### src/rtl/xevious_dl_ctrl_if.sv
// HPS download bus (ioctl_*) into the controller and the ROM write port (dn_*) out to the core.
interface xevious_dl_ctrl_if;
   logic        ioctl_download;
   logic [7:0]  ioctl_index;
   logic        ioctl_wr;
   logic [24:0] ioctl_addr;
   logic [7:0]  ioctl_dout;
   logic [16:0] dn_addr;
   logic [7:0]  dn_data;
   logic        dn_wr;

   modport master (
      output ioctl_download, ioctl_index, ioctl_wr, ioctl_addr, ioctl_dout,
      input  dn_addr, dn_data, dn_wr
   );

   modport slave (
      input  ioctl_download, ioctl_index, ioctl_wr, ioctl_addr, ioctl_dout,
      output dn_addr, dn_data, dn_wr
   );
endinterface

### src/rtl/xevious_dl_ctrl.sv
// Xevious ROM/DIP download controller: forwards ROM bytes to the core, latches DIP banks,
// and holds the core in reset until a load has finished and settled.
//
// state     | meaning
// ST_IDLE   | after reset, waiting for an index-0 download; core held
// ST_LOAD   | ROM bytes being forwarded to the core; core held
// ST_SETTLE | download ended, settle timer counting down; core held
// ST_READY  | core released; a new index-0 download restarts the load
module xevious_dl_ctrl #(
   parameter int ROM_BYTES     = 98304,
   parameter int SETTLE_CYCLES = 16
) (
   input  logic                  clk_sys,
   input  logic                  reset_n,
   xevious_dl_ctrl_if.slave      bus,
   output logic [7:0]            dsw_a,
   output logic [7:0]            dsw_b,
   output logic                  core_reset,
   output logic                  rom_ok,
   output logic                  rom_overflow,
   output logic [17:0]           byte_count
);

   localparam logic [1:0] ST_IDLE   = 2'd0;
   localparam logic [1:0] ST_LOAD   = 2'd1;
   localparam logic [1:0] ST_SETTLE = 2'd2;
   localparam logic [1:0] ST_READY  = 2'd3;

   localparam int              CW          = $clog2(SETTLE_CYCLES + 1);
   localparam logic [CW-1:0]   SETTLE_LOAD = CW'(SETTLE_CYCLES - 1);
   localparam logic [24:0]     ROM_LIMIT   = 25'(ROM_BYTES);
   localparam logic [17:0]     ROM_FULL    = 18'(ROM_BYTES);

   logic [1:0]    state;
   logic [CW-1:0] settle_cnt;
   logic [16:0]   dn_addr_q;
   logic [7:0]    dn_data_q;
   logic          dn_wr_q;

   logic rom_start;
   logic rom_in_range;
   logic dip_wr;

   assign rom_start    = bus.ioctl_download && (bus.ioctl_index == 8'd0);
   assign rom_in_range = bus.ioctl_addr < ROM_LIMIT;
   assign dip_wr       = bus.ioctl_download && (bus.ioctl_index == 8'd254) &&
                         bus.ioctl_wr && (bus.ioctl_addr[24:1] == 24'd0);

   assign bus.dn_addr = dn_addr_q;
   assign bus.dn_data = dn_data_q;
   assign bus.dn_wr   = dn_wr_q;
   assign core_reset  = (state != ST_READY);

   always_ff @(posedge clk_sys or negedge reset_n) begin
      if (!reset_n) begin
         state        <= ST_IDLE;
         settle_cnt   <= '0;
         dn_addr_q    <= '0;
         dn_data_q    <= '0;
         dn_wr_q      <= 1'b0;
         rom_ok       <= 1'b0;
         rom_overflow <= 1'b0;
         byte_count   <= '0;
      end else begin
         dn_wr_q <= 1'b0;
         case (state)
            ST_IDLE, ST_READY: begin
               if (rom_start) begin
                  state        <= ST_LOAD;
                  byte_count   <= '0;
                  rom_overflow <= 1'b0;
                  rom_ok       <= 1'b0;
               end
            end
            ST_LOAD: begin
               // The write in the cycle download falls is still taken; we leave LOAD right after.
               if (bus.ioctl_wr) begin
                  if (rom_in_range) begin
                     dn_addr_q <= bus.ioctl_addr[16:0];
                     dn_data_q <= bus.ioctl_dout;
                     dn_wr_q   <= 1'b1;
                     if (byte_count != '1) byte_count <= byte_count + 18'd1;
                  end else begin
                     rom_overflow <= 1'b1;
                  end
               end
               if (!bus.ioctl_download) begin
                  state      <= ST_SETTLE;
                  settle_cnt <= SETTLE_LOAD;
               end
            end
            ST_SETTLE: begin
               if (settle_cnt == '0) begin
                  state  <= ST_READY;
                  rom_ok <= (byte_count == ROM_FULL) && !rom_overflow;
               end else begin
                  settle_cnt <= settle_cnt - 1'b1;
               end
            end
            default: state <= ST_IDLE;
         endcase
      end
   end

   // DIP banks are live in every state and stored inverted (switch on = 0).
   always_ff @(posedge clk_sys or negedge reset_n) begin
      if (!reset_n) begin
         dsw_a <= 8'hFF;
         dsw_b <= 8'hFF;
      end else if (dip_wr) begin
         if (bus.ioctl_addr[0]) dsw_b <= ~bus.ioctl_dout;
         else                   dsw_a <= ~bus.ioctl_dout;
      end
   end

endmodule

### src/flat_wrapper.sv
// flat-port wrapper written by rule: the top's interface ports become plain ports
module xevious_dl_ctrl_flat 
#(
   parameter int ROM_BYTES     = 98304,
   parameter int SETTLE_CYCLES = 16
)
  (clk_sys, reset_n, dsw_a, dsw_b, core_reset, rom_ok, rom_overflow, byte_count, bus_ioctl_download, bus_ioctl_index, bus_ioctl_wr, bus_ioctl_addr, bus_ioctl_dout, bus_dn_addr, bus_dn_data, bus_dn_wr);
  xevious_dl_ctrl_if bus_i ();
  input  logic clk_sys;
  input  logic reset_n;
  output logic [7:0] dsw_a;
  output logic [7:0] dsw_b;
  output logic core_reset;
  output logic rom_ok;
  output logic rom_overflow;
  output logic [17:0] byte_count;
  input wire logic [$bits(bus_i.ioctl_download)-1:0] bus_ioctl_download;
  input wire logic [$bits(bus_i.ioctl_index)-1:0] bus_ioctl_index;
  input wire logic [$bits(bus_i.ioctl_wr)-1:0] bus_ioctl_wr;
  input wire logic [$bits(bus_i.ioctl_addr)-1:0] bus_ioctl_addr;
  input wire logic [$bits(bus_i.ioctl_dout)-1:0] bus_ioctl_dout;
  output wire logic [$bits(bus_i.dn_addr)-1:0] bus_dn_addr;
  output wire logic [$bits(bus_i.dn_data)-1:0] bus_dn_data;
  output wire logic [$bits(bus_i.dn_wr)-1:0] bus_dn_wr;
  assign bus_i.ioctl_download = bus_ioctl_download;
  assign bus_i.ioctl_index = bus_ioctl_index;
  assign bus_i.ioctl_wr = bus_ioctl_wr;
  assign bus_i.ioctl_addr = bus_ioctl_addr;
  assign bus_i.ioctl_dout = bus_ioctl_dout;
  assign bus_dn_addr = bus_i.dn_addr;
  assign bus_dn_data = bus_i.dn_data;
  assign bus_dn_wr = bus_i.dn_wr;
  xevious_dl_ctrl #(.ROM_BYTES(ROM_BYTES), .SETTLE_CYCLES(SETTLE_CYCLES)) u_core (.clk_sys(clk_sys), .reset_n(reset_n), .bus(bus_i), .dsw_a(dsw_a), .dsw_b(dsw_b), .core_reset(core_reset), .rom_ok(rom_ok), .rom_overflow(rom_overflow), .byte_count(byte_count));
endmodule
### config.mk
export PLATFORM = sky130hd
export DESIGN_NAME = xevious_dl_ctrl_flat
export DESIGN_NICKNAME = d
export VERILOG_FILES = /design/src/rtl/xevious_dl_ctrl_if.sv /design/src/rtl/xevious_dl_ctrl.sv /design/src/flat_wrapper.sv
export SDC_FILE = /design/constraint.sdc
export NUM_CORES = 1
export LEC_CHECK = 0
export CAP_MARGIN = 20
export CORE_UTILIZATION = 47
export DETAILED_ROUTE_END_ITERATION = 6
export GPL_TIMING_DRIVEN = 0
export HOLD_SLACK_MARGIN = 0.15
export PLACE_DENSITY = 0.81
export SKIP_LAST_GASP = 1
export SLEW_MARGIN = 20
export SYNTH_ARGS = -nofsm -noshare
export SYNTH_HDL_FRONTEND = slang
export SYNTH_SLANG_ARGS = --single-unit
### constraint.sdc
create_clock -name clk_sys -period 2.3 [get_ports clk_sys]
set_input_delay 0.46 -clock clk_sys [delete_from_list [all_inputs] [get_ports clk_sys]]
set_output_delay 0.46 -clock clk_sys [all_outputs]
set_load 0.01 [all_outputs]
==> impl_metrics.env <==
export IMPL_reg2reg_from="u_core.byte_count[0]$_DFFE_PN0P_"
export IMPL_num_vias=3169
export IMPL_rows=30
export IMPL_dieWidth_um=87
export IMPL_ys_seq_elements=69
export IMPL_synth_distinct_cells=49
export IMPL_syn_inst=361
export IMPL_syn_mean_instance_area_um2=9.41
export IMPL_via_per_inst=5.39
export IMPL_syn_cell_area_um2=3400
export IMPL_min_period_ps=2270
export IMPL_power_leakage_nw=2.32
export IMPL_antenna_found_initial=0
export IMPL_area_delta_synth_final_pct=45.7
export IMPL_crit_fanout=7
export IMPL_cts_sinks=69
export IMPL_max_freq_ghz=0.441
export IMPL_async_flop_share_pct=100
export IMPL_final_antenna_net_count=0
export IMPL_worst_pin_slew_ps=675
export IMPL_hpwl_um=6840
export IMPL_syn_num_nets=414
export IMPL_clk_latency_ps=350
export IMPL_crit_type="input pin to flip-flop"
export IMPL_met1_length_um=4030
export IMPL_boundaryPins=108
export IMPL_period_share_pct=98.5
export IMPL_wire_per_inst_um=15.9
export IMPL_grt_overflow_total=0
export IMPL_regToRegEndpoint="u_core.byte_count[11]$_DFFE_PN0P_"
export IMPL_holdPathEnd="u_core.bus.dn_data[7]$_DFFE_PN0P_"
export IMPL_hold_depth=2
export IMPL_drive_above_1_share_pct=14.0
export IMPL_route_met2_wl_um=4680
export IMPL_fp_dieH_um=87
export IMPL_crit_path_end_kind="flip-flop"
export IMPL_cts_clk_slew_worst_paths_ps=70
export IMPL_cts_tree="built"
export IMPL_first_iter_violations=117
export IMPL_mostFrequentLayoutCells="nand2_1, clkdlybuf4s50_1, dfrtp_1, inv_1, dfstp_2"
export IMPL_cp_start_kind="input pin"
export IMPL_place_gp_congestion=0.862
export IMPL_critPathArrivalTime_ps=2510
export IMPL_drcViolationCount=0
export IMPL_status="finished, final reports clean"
export IMPL_hold_violations=0
export IMPL_p_per_area_nw_per_um2=615
export IMPL_die_area_um2=7570
export IMPL_grt_pass1_wl_um=14700
export IMPL_track_usage_pct=25.8
export IMPL_first_pass_iters=5
export IMPL_hold_start="u_core.bus.dn_data[7]$_DFFE_PN0P_"
export IMPL_cts_root_buf="clkbuf_8"
export IMPL_numCtsBuffers=9
export IMPL_mostFrequentLayoutCell="nand2_1"
export IMPL_rsz0062_at_grt="true"
export IMPL_slew_limit_headroom_pct=54.6
export IMPL_grt_max_degree=36
export IMPL_dp_slack_ps=-511
export IMPL_wl_met3_um=525
export IMPL_seq_area_frac_synth_pct=51.4
export IMPL_crit_path_cell_trace="clkdlybuf4s50_1, or4_4, nor4b_4, o21a_1, o21ai_4, a221o_1"
export IMPL_max_stage_delay_ps=580
export IMPL_whs_ps=467
export IMPL_cts_buffer_depth=2
export IMPL_wirelength_um=9380
export IMPL_initial_core_util_pct=49.4
export IMPL_grt_pass1_vias=2974
export IMPL_drv_cap=0
export IMPL_num_antenna_cells=0
export IMPL_vdd_ir_drop_max_mv=0.405
export IMPL_required_ps=2540
export IMPL_ys_flop_type="dfrtp_1"
export IMPL_drv_slew=0
export IMPL_synth_edff_count=0
export IMPL_htree_levels=3
export IMPL_yosysWarnings=0
export IMPL_cp_slowest_cell="or4_4"
export IMPL_core_region_area_um2=6870
export IMPL_hold_path_class="flip-flop to flip-flop"
export IMPL_fin_skew_ps=3.59
export IMPL_r2r_cells=8
export IMPL_setup_violations_final=0
export IMPL_io_buffers=107
export IMPL_top_layer="met4"
export IMPL_setup_ws_ps=33.7
export IMPL_reg2reg_slack_ps=50
export IMPL_layout_nets=540
routing by layer:
metal | GRT usage, % | vias up
met5 | 0 | -
met4 | 13.6 | 0
met3 | 3.98 | 12
met2 | 41.5 | 111
met1 | 33.6 | 1531
li1 | - | 1515
flip-flops by register name, indices dropped and copies added (netlist names), 2 cells and up:
register            count
u_core.bus.dn_addr     17
u_core.settle_cnt       5
u_core.bus.dn_data      8
u_core.dsw_a            8
u_core.byte_count      18
u_core.state            2
u_core.dsw_b            8
critical path, delay by kind of cell:
family | cells | cell delay, ps
buffers and inverters | 1 | 400
AO/OA/AOI/OAI | 3 | 700
AND/OR/NAND/NOR | 2 | 940
Yosys cell counts (3+ instances only):
master / n / area (um^2)
a41oi_1: 3 / 26.3
o21ai_0: 13 / 65.1
nor2_1: 10 / 37.5
and3_1: 4 / 25.0
a211o_1: 3 / 26.3
nand2_1: 108 / 405
and4b_1: 3 / 30.0
nand4_1: 4 / 25.0
a31oi_1: 11 / 68.8
dfstp_2: 16 / 420
nor4_1: 10 / 62.6
inv_1: 20 / 75.1
nand3_1: 15 / 75.1
buf_2: 6 / 30.0
nor3_1: 9 / 45.0
o31ai_1: 3 / 22.5
clkbuf_1: 5 / 18.8
mux2i_1: 10 / 100
a21o_1: 3 / 22.5
a21oi_1: 11 / 55.1
ha_1: 8 / 100
dfrtp_1: 53 / 1330
metrics by stage:
stage	total power, W	std cells	setup TNS, ps	util (%)	cell area, um^2
3_5_place_dp	0.00192	565	-15610	67.0	4600
6_report	0.00304	588	0	72.0	4950
3_3_place_gp	0.00190	564	-112170	66.8	4590
4_1_cts	0.00305	583	0	70.8	4860
5_1_grt	0.00320	588	-184	72.0	4950
2_1_floorplan	0.00169	361	0	-	3400
area by class of cell:
class,count,area (um^2)
Buffer,13,77.6
Tap cell,96,120
Multi-Input combinational cell,259,1560
Timing Repair Buffer,115,1140
Clock buffer,13,213
Inverter,20,75.1
Fill cell,526,1920
Sequential cell,69,1750
Clock inverter,3,17.5
timing repair:
| action | in CTS | in global routing |
|---|---|---|
| buffers inserted | 1 | 5 |
| hold buffers | 1 | 0 |
| endpoints found under the setup margin | 10 | 29 |
| pin swaps | 1 | 5 |
| resized for setup | 2 | 11 |
| hold endpoints to repair | 20 | 0 |
worst max path at each step:
stage	startpoint	endpoint	slack [ps]	depth (start not counted)
after detailed placement	bus_ioctl_addr[22]	u_core.byte_count[10]$_DFFE_PN0P_	-510	7
after global routing	u_core.byte_count[0]$_DFFE_PN0P_	u_core.byte_count[11]$_DFFE_PN0P_	-60	8
after CTS	bus_ioctl_addr[22]	u_core.byte_count[10]$_DFFE_PN0P_	20	7
after global placement	reset_n	u_core.bus.dn_addr[1]$_DFFE_PN0P_	-1610	1
final	bus_ioctl_addr[19]	u_core.byte_count[17]$_DFFE_PN0P_	30	6
after floorplan	u_core.byte_count[0]$_DFFE_PN0P_	u_core.byte_count[17]$_DFFE_PN0P_	170	7
kinds of logic after synthesis:
logic type,synth area share (%)
multiplexers,3.61
buffers and inverters,4.31
XOR/XNOR,0.516
flip-flops,51.4
AO/OA/AOI/OAI,11.7
AND/OR/NAND/NOR,25.5
adder cells (fa/ha/maj),2.95
power by group:
group / internal (W) / switching, W / leakage, nW / total, W
logic: 0.000285 / 0.000335 / 1.31 / 0.000620
clock network: 0.000618 / 0.000482 / 0.122 / 0.00110
registers: 0.00127 / 0.0000520 / 0.888 / 0.00132
total: 0.00217 / 0.000870 / 2.32 / 0.00304
(Power assumes the default switching activity.)
